===== src/rtl/vc_input_buffer_pkg.sv =====
`default_nettype none
// ============================================================================
// vc_input_buffer_pkg : shared sizing defaults and types for the VC buffer
// Revision: 1.0
// ============================================================================
package vc_input_buffer_pkg;

  localparam int DATA_W_DEF    = 5;
  localparam int DEPTH_DEF     = 8;
  localparam int ADDR_W_DEF    = 3;
  localparam int AF_THRESH_DEF = 6;
  localparam int AE_THRESH_DEF = 2;

  typedef enum logic {
    VC0 = 1'b0,
    VC1 = 1'b1
  } vc_id_e;

  typedef struct packed {
    logic underflow;
    logic overflow;
  } fifo_err_t;

endpackage
`default_nettype wire


===== src/rtl/vc_fifo.sv =====
`default_nettype none
// ============================================================================
// vc_fifo : single virtual-channel circular buffer, registered 1-cycle read port
// Revision: 1.0
// ============================================================================
module vc_fifo
  import vc_input_buffer_pkg::*;
#(
  parameter int DATA_W    = DATA_W_DEF,
  parameter int DEPTH     = DEPTH_DEF,
  parameter int ADDR_W    = ADDR_W_DEF,
  parameter int AF_THRESH = AF_THRESH_DEF,
  parameter int AE_THRESH = AE_THRESH_DEF
) (
  input  logic              clk,
  input  logic              reset,
  input  logic              push,
  input  logic              pop,
  input  logic [DATA_W-1:0] data,
  output logic [DATA_W-1:0] rd_data,
  output logic              rd_valid,
  output logic              empty,
  output logic              almost_full,
  output logic              almost_empty,
  output fifo_err_t         err
);

  localparam logic [ADDR_W:0] FULL_LVL = (ADDR_W+1)'(DEPTH);
  localparam logic [ADDR_W:0] AF_LVL   = (ADDR_W+1)'(AF_THRESH);
  localparam logic [ADDR_W:0] AE_LVL   = (ADDR_W+1)'(AE_THRESH);

  logic [DATA_W-1:0] mem [DEPTH];
  logic [ADDR_W-1:0] wr_ptr;
  logic [ADDR_W-1:0] rd_ptr;
  logic [ADDR_W:0]   count;
  logic              full;
  logic              pop_ok;
  logic              push_ok;

  always_comb begin
    empty        = (count == '0);
    full         = (count == FULL_LVL);
    almost_full  = (count >= AF_LVL);
    almost_empty = (count <= AE_LVL);
    pop_ok       = pop && !empty;
    // A full FIFO still takes a push when the head leaves in the same cycle.
    push_ok      = push && (!full || pop_ok);
    err.overflow  = push && !push_ok;
    err.underflow = pop && !pop_ok;
  end

  always_ff @(posedge clk) begin
    if (reset) begin
      wr_ptr   <= '0;
      rd_ptr   <= '0;
      count    <= '0;
      rd_data  <= '0;
      rd_valid <= 1'b0;
    end else begin
      rd_valid <= pop_ok;
      if (pop_ok) begin
        rd_data <= mem[rd_ptr];
        rd_ptr  <= rd_ptr + 1'b1;
      end
      if (push_ok) begin
        wr_ptr <= wr_ptr + 1'b1;
      end
      case ({push_ok, pop_ok})
        2'b10:   count <= count + 1'b1;
        2'b01:   count <= count - 1'b1;
        default: count <= count;
      endcase
    end
  end

  always_ff @(posedge clk) begin
    if (push_ok && !reset) begin
      mem[wr_ptr] <= data;
    end
  end

endmodule
`default_nettype wire


===== src/rtl/vc_input_buffer.sv =====
`default_nettype none
// ============================================================================
// vc_input_buffer : per-port ingress buffer, two VC FIFOs, pause and sticky errors
// Revision: 1.0
// ============================================================================
module vc_input_buffer
  import vc_input_buffer_pkg::*;
#(
  parameter int DATA_W    = DATA_W_DEF,
  parameter int DEPTH     = DEPTH_DEF,
  parameter int ADDR_W    = ADDR_W_DEF,
  parameter int AF_THRESH = AF_THRESH_DEF,
  parameter int AE_THRESH = AE_THRESH_DEF
) (
  input  logic              clk,
  input  logic              reset,
  input  logic [DATA_W-1:0] dataIn,
  input  logic              vcSel,
  input  logic              pushIn,
  input  logic              popVC0,
  input  logic              popVC1,
  output logic [DATA_W-1:0] VC0_out,
  output logic [DATA_W-1:0] VC1_out,
  output logic [1:0]        validBits,
  output logic              emptyVC0,
  output logic              emptyVC1,
  output logic [1:0]        almostFull,
  output logic [1:0]        almostEmpty,
  output logic              pause,
  output logic [1:0]        errFlags
);

  logic      push_vc0;
  logic      push_vc1;
  fifo_err_t err0;
  fifo_err_t err1;

  assign push_vc0 = pushIn && (vc_id_e'(vcSel) == VC0);
  assign push_vc1 = pushIn && (vc_id_e'(vcSel) == VC1);

  vc_fifo #(
    .DATA_W(DATA_W), .DEPTH(DEPTH), .ADDR_W(ADDR_W),
    .AF_THRESH(AF_THRESH), .AE_THRESH(AE_THRESH)
  ) u_vc0 (
    .clk(clk), .reset(reset), .push(push_vc0), .pop(popVC0), .data(dataIn),
    .rd_data(VC0_out), .rd_valid(validBits[0]), .empty(emptyVC0),
    .almost_full(almostFull[0]), .almost_empty(almostEmpty[0]), .err(err0)
  );

  vc_fifo #(
    .DATA_W(DATA_W), .DEPTH(DEPTH), .ADDR_W(ADDR_W),
    .AF_THRESH(AF_THRESH), .AE_THRESH(AE_THRESH)
  ) u_vc1 (
    .clk(clk), .reset(reset), .push(push_vc1), .pop(popVC1), .data(dataIn),
    .rd_data(VC1_out), .rd_valid(validBits[1]), .empty(emptyVC1),
    .almost_full(almostFull[1]), .almost_empty(almostEmpty[1]), .err(err1)
  );

  // pause trails almostFull by one cycle; upstream has DEPTH-AF_THRESH slots of slack.
  always_ff @(posedge clk) begin
    if (reset) begin
      pause    <= 1'b0;
      errFlags <= 2'b00;
    end else begin
      pause    <= |almostFull;
      errFlags <= errFlags | {err0.underflow | err1.underflow,
                              err0.overflow  | err1.overflow};
    end
  end

endmodule
`default_nettype wire


===== config.mk =====
export PLATFORM = sky130hd
export DESIGN_NAME = vc_input_buffer
export DESIGN_NICKNAME = d
export VERILOG_FILES = /design/src/rtl/vc_input_buffer_pkg.sv /design/src/rtl/vc_fifo.sv /design/src/rtl/vc_input_buffer.sv
export SDC_FILE = /design/constraint.sdc
export NUM_CORES = 1
export LEC_CHECK = 0
export CORE_ASPECT_RATIO = 0.5
export CORE_MARGIN = 8
export CORE_UTILIZATION = 45
export DETAILED_ROUTE_END_ITERATION = 8
export PLACE_DENSITY_LB_ADDON = 0.05
export SYNTH_ARGS = -nofsm -noshare
export SYNTH_HDL_FRONTEND = slang
export SYNTH_SLANG_ARGS = --single-unit

===== constraint.sdc =====
create_clock -name clk -period 3 [get_ports clk]
set_clock_uncertainty 0.05 [all_clocks]
set_input_delay 0.6 -clock clk [delete_from_list [all_inputs] [get_ports clk]]
set_output_delay 0.6 -clock clk [all_outputs]
set_load 0.01 [all_outputs]

==> results of run 1 <==
[worst min-delay path: cells and delay by family, from the launching register on]
kind	cells	cell delay (ns)
flip-flops	1	0.32
AO/OA/AOI/OAI	1	0.05
buffers and inverters	1	0.05
[cell type report]
type / instances / area, sq um
fill: 819 / 4350
sequential: 115 / 3100
multi-input combinational: 181 / 1610
timing repair buffer: 52 / 480
clock buffer: 18 / 429
clock inverter: 14 / 204
tap: 140 / 175
inverter: 7 / 26.3
[where the power goes]
part,internal [W],switching (W),total [W]
sequential,0.00187,0.000245,0.00211
clock,0.00140,0.000734,0.00213
combinational,0.000795,0.000689,0.00148
[per-layer routing]
metal  vias to the layer above  wire, um
met5                         -         0
met4                         0       108
met3                         8       257
met2                        29      4570
met1                      1385      4880
li1                       1331         -
[cell usage after synthesis, types with 5 or more instances]
| cell | count | share of area, % |
|---|---|---|
| xor2_1 | 8 | 1.4 |
| a211oi_1 | 12 | 1.9 |
| clkbuf_1 | 10 | 0.77 |
| nor2_1 | 47 | 3.6 |
| mux4_2 | 20 | 9.3 |
| dfxtp_1 | 35 | 14 |
| nor2b_1 | 5 | 0.64 |
| mux2i_1 | 15 | 3.1 |
| inv_1 | 7 | 0.54 |
| ha_1 | 9 | 2.3 |
| edfxtp_1 | 80 | 49 |
| buf_4 | 6 | 0.93 |
| nor4_1 | 5 | 0.64 |
| a21oi_1 | 7 | 0.72 |
| nand2_1 | 7 | 0.54 |
[sequential cells by signal, indices dropped and copies added (netlist names)]
register,flops
errFlags,2
pause,1
u_vc0.count,4
u_vc0.mem,40
u_vc0.rd_data,5
u_vc0.rd_ptr,3
u_vc0.rd_valid,1
u_vc0.wr_ptr,3
u_vc1.count,4
u_vc1.mem,40
u_vc1.rd_data,5
u_vc1.rd_ptr,3
u_vc1.rd_valid,1
u_vc1.wr_ptr,3
[through the flow]
stage / cell area, sq um / total power, W / hold slack (ns) / utilization (%)
finish: 6030 / 0.00573 / 0.420 / 58.1
global route: 6030 / 0.00604 / 0.446 / 58.1
CTS: 6030 / 0.00580 / 0.426 / 58.1
detailed placement: 5400 / 0.00365 / 0.418 / 52.0
global placement: 5400 / 0.00360 / 0.405 / 52.0
floorplan: 4870 / 0.00311 / 0.420 / -
[cell families (layout without fill, tap and decap cells)]
group	after synthesis	count (layout)	share of synthesized area, %
fa+ha+maj	11	11	3.14
simple gates	85	85	8.61
compound gates	36	36	6.35
mux	38	38	13.0
buf+inv	31	91	3.14
flops	115	115	63.8
xor+xnor	11	11	1.98
[worst paths after layout]
kind,from,endpoint,slack [ns],depth (start not counted)
min reg2reg,errFlags[0],errFlags[0],0.42,2
max,u_vc0.count[0],emptyVC0,0.25,3
min,errFlags[0],errFlags[0],0.42,2
max reg2reg,u_vc1.count[0],u_vc1.count[3],0.30,8
==> impl_metrics.toml, run 1 <==
[status]
status = "complete, no violations"

[clock_tree]
cts_resized = 0
cts_tree = "built"
cts_hold_buf = 0
clock-sinks = 115
clk_path_buf_depth = 2
clk_latency_ns = 0.40
post-cts-setup-buffer-count = 0
clk_pin_slew_ns = 0.05
cts_root_buf = "clkbuf_16"
numCtsBuffers = 17
htreeDepth = 4

[place]
pre_cts_ws_ns = 0.0499
place_inst = 495
port_buffers = 31
place.gp.congestion = 0.755
dp_hpwl_mm = 6.73

[setup_path]
crit_path_max_incr_delay_ns = 0.57
end_kind = "output port"
path_buf_inv = 1
cp_top_family = "simple AND/OR/NAND/NOR gates"
required_ns = 2.35
startpoint_type = "register"
slowest_stage = "clkdlybuf4s50_1"
worstPathArrival_ns = 2.10
path_class = "register to output port"
critPathMaxFanout = 7
crit_chain = "or3_1 > nor2_1 > clkdlybuf4s50_1"

[final_layout]
area_growth_pct = 23.9
finish.net_count = 396
final_common_cell = "edfxtp_1"
fin_cells = 527
insertedDiodeCount = 0
drive_above_1_share_pct = 21.2
final_cell_mix = "80 x edfxtp_1, 47 x nor2_1, 35 x dfxtp_1, 31 x clkdlybuf4s50_1"

[sta]
hold_viol = 0
max_slew_margin_pct = 47.3
fmax_mhz = 364
period_needed_ns = 2.75
rsz0062_at_grt = "false"
max_slew.worst_pin.slew_ns = 0.790
drv_slew = 0
finalSetupViolCount = 0
setup_ws_ns = 0.252
period_share_pct = 91.6
tns_ns = 0

[global_routing]
grt_max_degree = 49
grt_usage_pct = 14.7
top_usage_layer = "met2"
use_met2_pct = 23.6
use_met3_pct = 4.32
antenna_found_initial = 0
grt_pass1_wl_mm = 16.0
grt_use_met1_pct = 18.7
first_global_vias = 3009
grt_overflow_total = 0

[die]
die_w_um = 163
core_region_area_sq_um = 10400
start_util_pct = 46.9
num_rows = 26
die_area_sq_um = 14600
die-height_um = 89.5
ios = 32

[synth]
ys_warn_count = 0
syn_nets = 349
syn_inst = 327
synth_area_sq_um = 4870
syn_area_per_cell_sq_um = 14.9
synth-async-reset-ratio_pct = 0
ys_types = 50
synth_edf_count = 80
yosys_most_used_dff = "edfxtp_1"
synth-seq-cells = 115
synth_seq_area_share_pct = 63.8

[power]
p_leak_nw = 2.07
max-vdd-ir-drop_mv = 0.395
power_density_nw_per_um2 = 950

[job]
cap_violations = 0

[drt]
drt_iter0_drc = 101
post_drt_wl_per_cell_um = 18.6
wirelength_mm = 9.82
route.detailed.drc = 0
vias = 2753
via_per_inst = 5.22
dr.pass1.iters = 4
antenna_left = 0

[min_path]
min_path_type = "register to register"
No activity file was read; power rests on OpenSTA's default activity.
==> run 2, diff against run 1 <==
--- a/config.mk
+++ b/config.mk
@@ -9,7 +9,8 @@
 export CORE_MARGIN = 8
 export CORE_UTILIZATION = 45
 export DETAILED_ROUTE_END_ITERATION = 8
-export PLACE_DENSITY_LB_ADDON = 0.05
+export PLACE_DENSITY = 0.71
+export SKIP_CTS_REPAIR_TIMING = 1
 export SYNTH_ARGS = -nofsm -noshare
 export SYNTH_HDL_FRONTEND = slang
 export SYNTH_SLANG_ARGS = --single-unit
==> impl_metrics.toml, run 2 (synthesis results as in run 1) <==
[die]
die-height_um = 89.5
die_w_um = 163
start_util_pct = 46.9
core_region_area_sq_um = 10400
ios = 32
num_rows = 26
die_area_sq_um = 14600

[setup_path]
critPathMaxFanout = 7
required_ns = 2.35
worstPathArrival_ns = 2.10
path_class = "register to output port"
startpoint_type = "register"
r2r_cells = 8
end_kind = "output port"

[drt]
drt_iter0_drc = 208
vias = 2900
post_drt_wl_per_cell_um = 19.7
antenna_left = 0
via_per_inst = 5.50
dr.pass1.iters = 5
wirelength_mm = 10.4
route.detailed.drc = 0

[place]
place.gp.congestion = 0.790
port_buffers = 31
placed_area_sq_um = 5400
place_inst = 495
dp_hpwl_mm = 6.83

[clock_tree]
numCtsBuffers = 17
clk_path_buf_depth = 2
cts_tree = "built"
htreeDepth = 4
clk_latency_ns = 0.40
clock-sinks = 115
clk_pin_slew_ns = 0.05
cts_root_buf = "clkbuf_16"

[power]
power_density_nw_per_um2 = 947
share_comb_of_total_power_pct = 26.0
internal-power_w = 0.00405
clkPwrFrac_pct = 36.8
swShare_pct = 28.9
sequentialPowerShare_pct = 37.2
p_leak_nw = 2.07
max-vdd-ir-drop_mv = 0.393
power.switching_w = 0.00164

[final_layout]
largest_registers = "u_vc0.mem: 40 flops, u_vc1.mem: 40 flops"
fin_cells = 527
fillers = 771
area_growth_pct = 23.5
drive_above_1_share_pct = 20.4
finish.net_count = 396
stdcell_area_sq_um = 6010
final_common_cell = "edfxtp_1"
final_cell_mix = "80 x edfxtp_1, 47 x nor2_1, 35 x dfxtp_1, 31 x clkdlybuf4s50_1"
insertedDiodeCount = 0

[global_routing]
first_global_vias = 2971
grt_usage_pct = 15.3
antenna_found_initial = 0
grt_overflow_total = 0
grt_max_degree = 49
grt_pass1_wl_mm = 16.5

[sta]
period_share_pct = 91.7
fmax_mhz = 363
hold_viol = 0
tns_ns = 0
drv_slew = 0
hold_slack_ns = 0.409
max_slew_margin_pct = 42.7
period_needed_ns = 2.75
rsz0062_at_grt = "false"
max_slew.worst_pin.slew_ns = 0.859
finalSetupViolCount = 0

[min_path]
hold_depth = 2
min_path_type = "register to register"

[status]
status = "complete, no violations"

[job]
cap_violations = 0
-- run 2: cell count changes in the layout (fill, tap and decap cells not counted), sizes merged --
cell and change:
clkbuf +1, clkinvlp -1
-- run 2: cell type report --
class	count	area, sq um	share of cell area (%)
repair buffers	52	480	7.99
inverters	7	26.3	0.437
clock buffers	19	433	7.20
well taps	140	175	2.91
multi-input cells	181	1610	26.8
flip-flops and latches	115	3100	51.6
clock inverters	13	183	3.04
-- run 2: stage by stage --
step | setup slack, ns | total power (W) | utilization [%]
after global placement | 0.186 | 0.00356 | 52.0
final | 0.249 | 0.00569 | 57.9
after floorplan | 0.304 | 0.00311 | -
after detailed placement | 0.117 | 0.00363 | 52.0
after global routing | 0.156 | 0.00598 | 57.9
after CTS | 0.210 | 0.00575 | 57.9
-- run 2: critical path, stage by stage, from the launching register on --
cell             delay, ns
dfxtp_1               0.39
or3_1                 0.55
nor2_1                0.19
clkdlybuf4s50_1       0.57
-- run 2: layer usage --
layer	track usage (%)	vias up	wire length [um]
met5	0	-	0
met4	7.52	0	166
met3	3.58	17	507
met2	25.2	80	4880
met1	18.9	1474	4840
li1	-	1329	-
-- run 2: path summary, 6_finish.rpt --
kind / startpoint / to / slack (ns)
worst max-delay path: u_vc0.count[0] / emptyVC0 / 0.25
worst min-delay path: errFlags[0] / errFlags[0] / 0.41
worst max register to register: u_vc1.count[0] / u_vc1.count[3] / 0.30
worst min register to register: errFlags[0] / errFlags[0] / 0.41
-- run 2: power groups by stage --
stage          Combinational, W  Clock [W]  Sequential (W)
2_1_floorplan           0.00105          0         0.00206
3_3_place_gp            0.00143          0         0.00213
3_5_place_dp            0.00149          0         0.00215
4_1_cts                 0.00151    0.00212         0.00212
5_1_grt                 0.00162    0.00220         0.00215
6_report                0.00148    0.00209         0.00212
==> run 3, diff against run 2 <==
--- a/config.mk
+++ b/config.mk
@@ -8,9 +8,11 @@
 export CORE_ASPECT_RATIO = 0.5
 export CORE_MARGIN = 8
 export CORE_UTILIZATION = 45
+export CTS_CLUSTER_DIAMETER = 40
 export DETAILED_ROUTE_END_ITERATION = 8
 export PLACE_DENSITY = 0.71
 export SKIP_CTS_REPAIR_TIMING = 1
+export SLEW_MARGIN = 20
 export SYNTH_ARGS = -nofsm -noshare
 export SYNTH_HDL_FRONTEND = slang
 export SYNTH_SLANG_ARGS = --single-unit
==> results of run 3 <==
Final layout, timing and power as in run 2 (identical DEF).
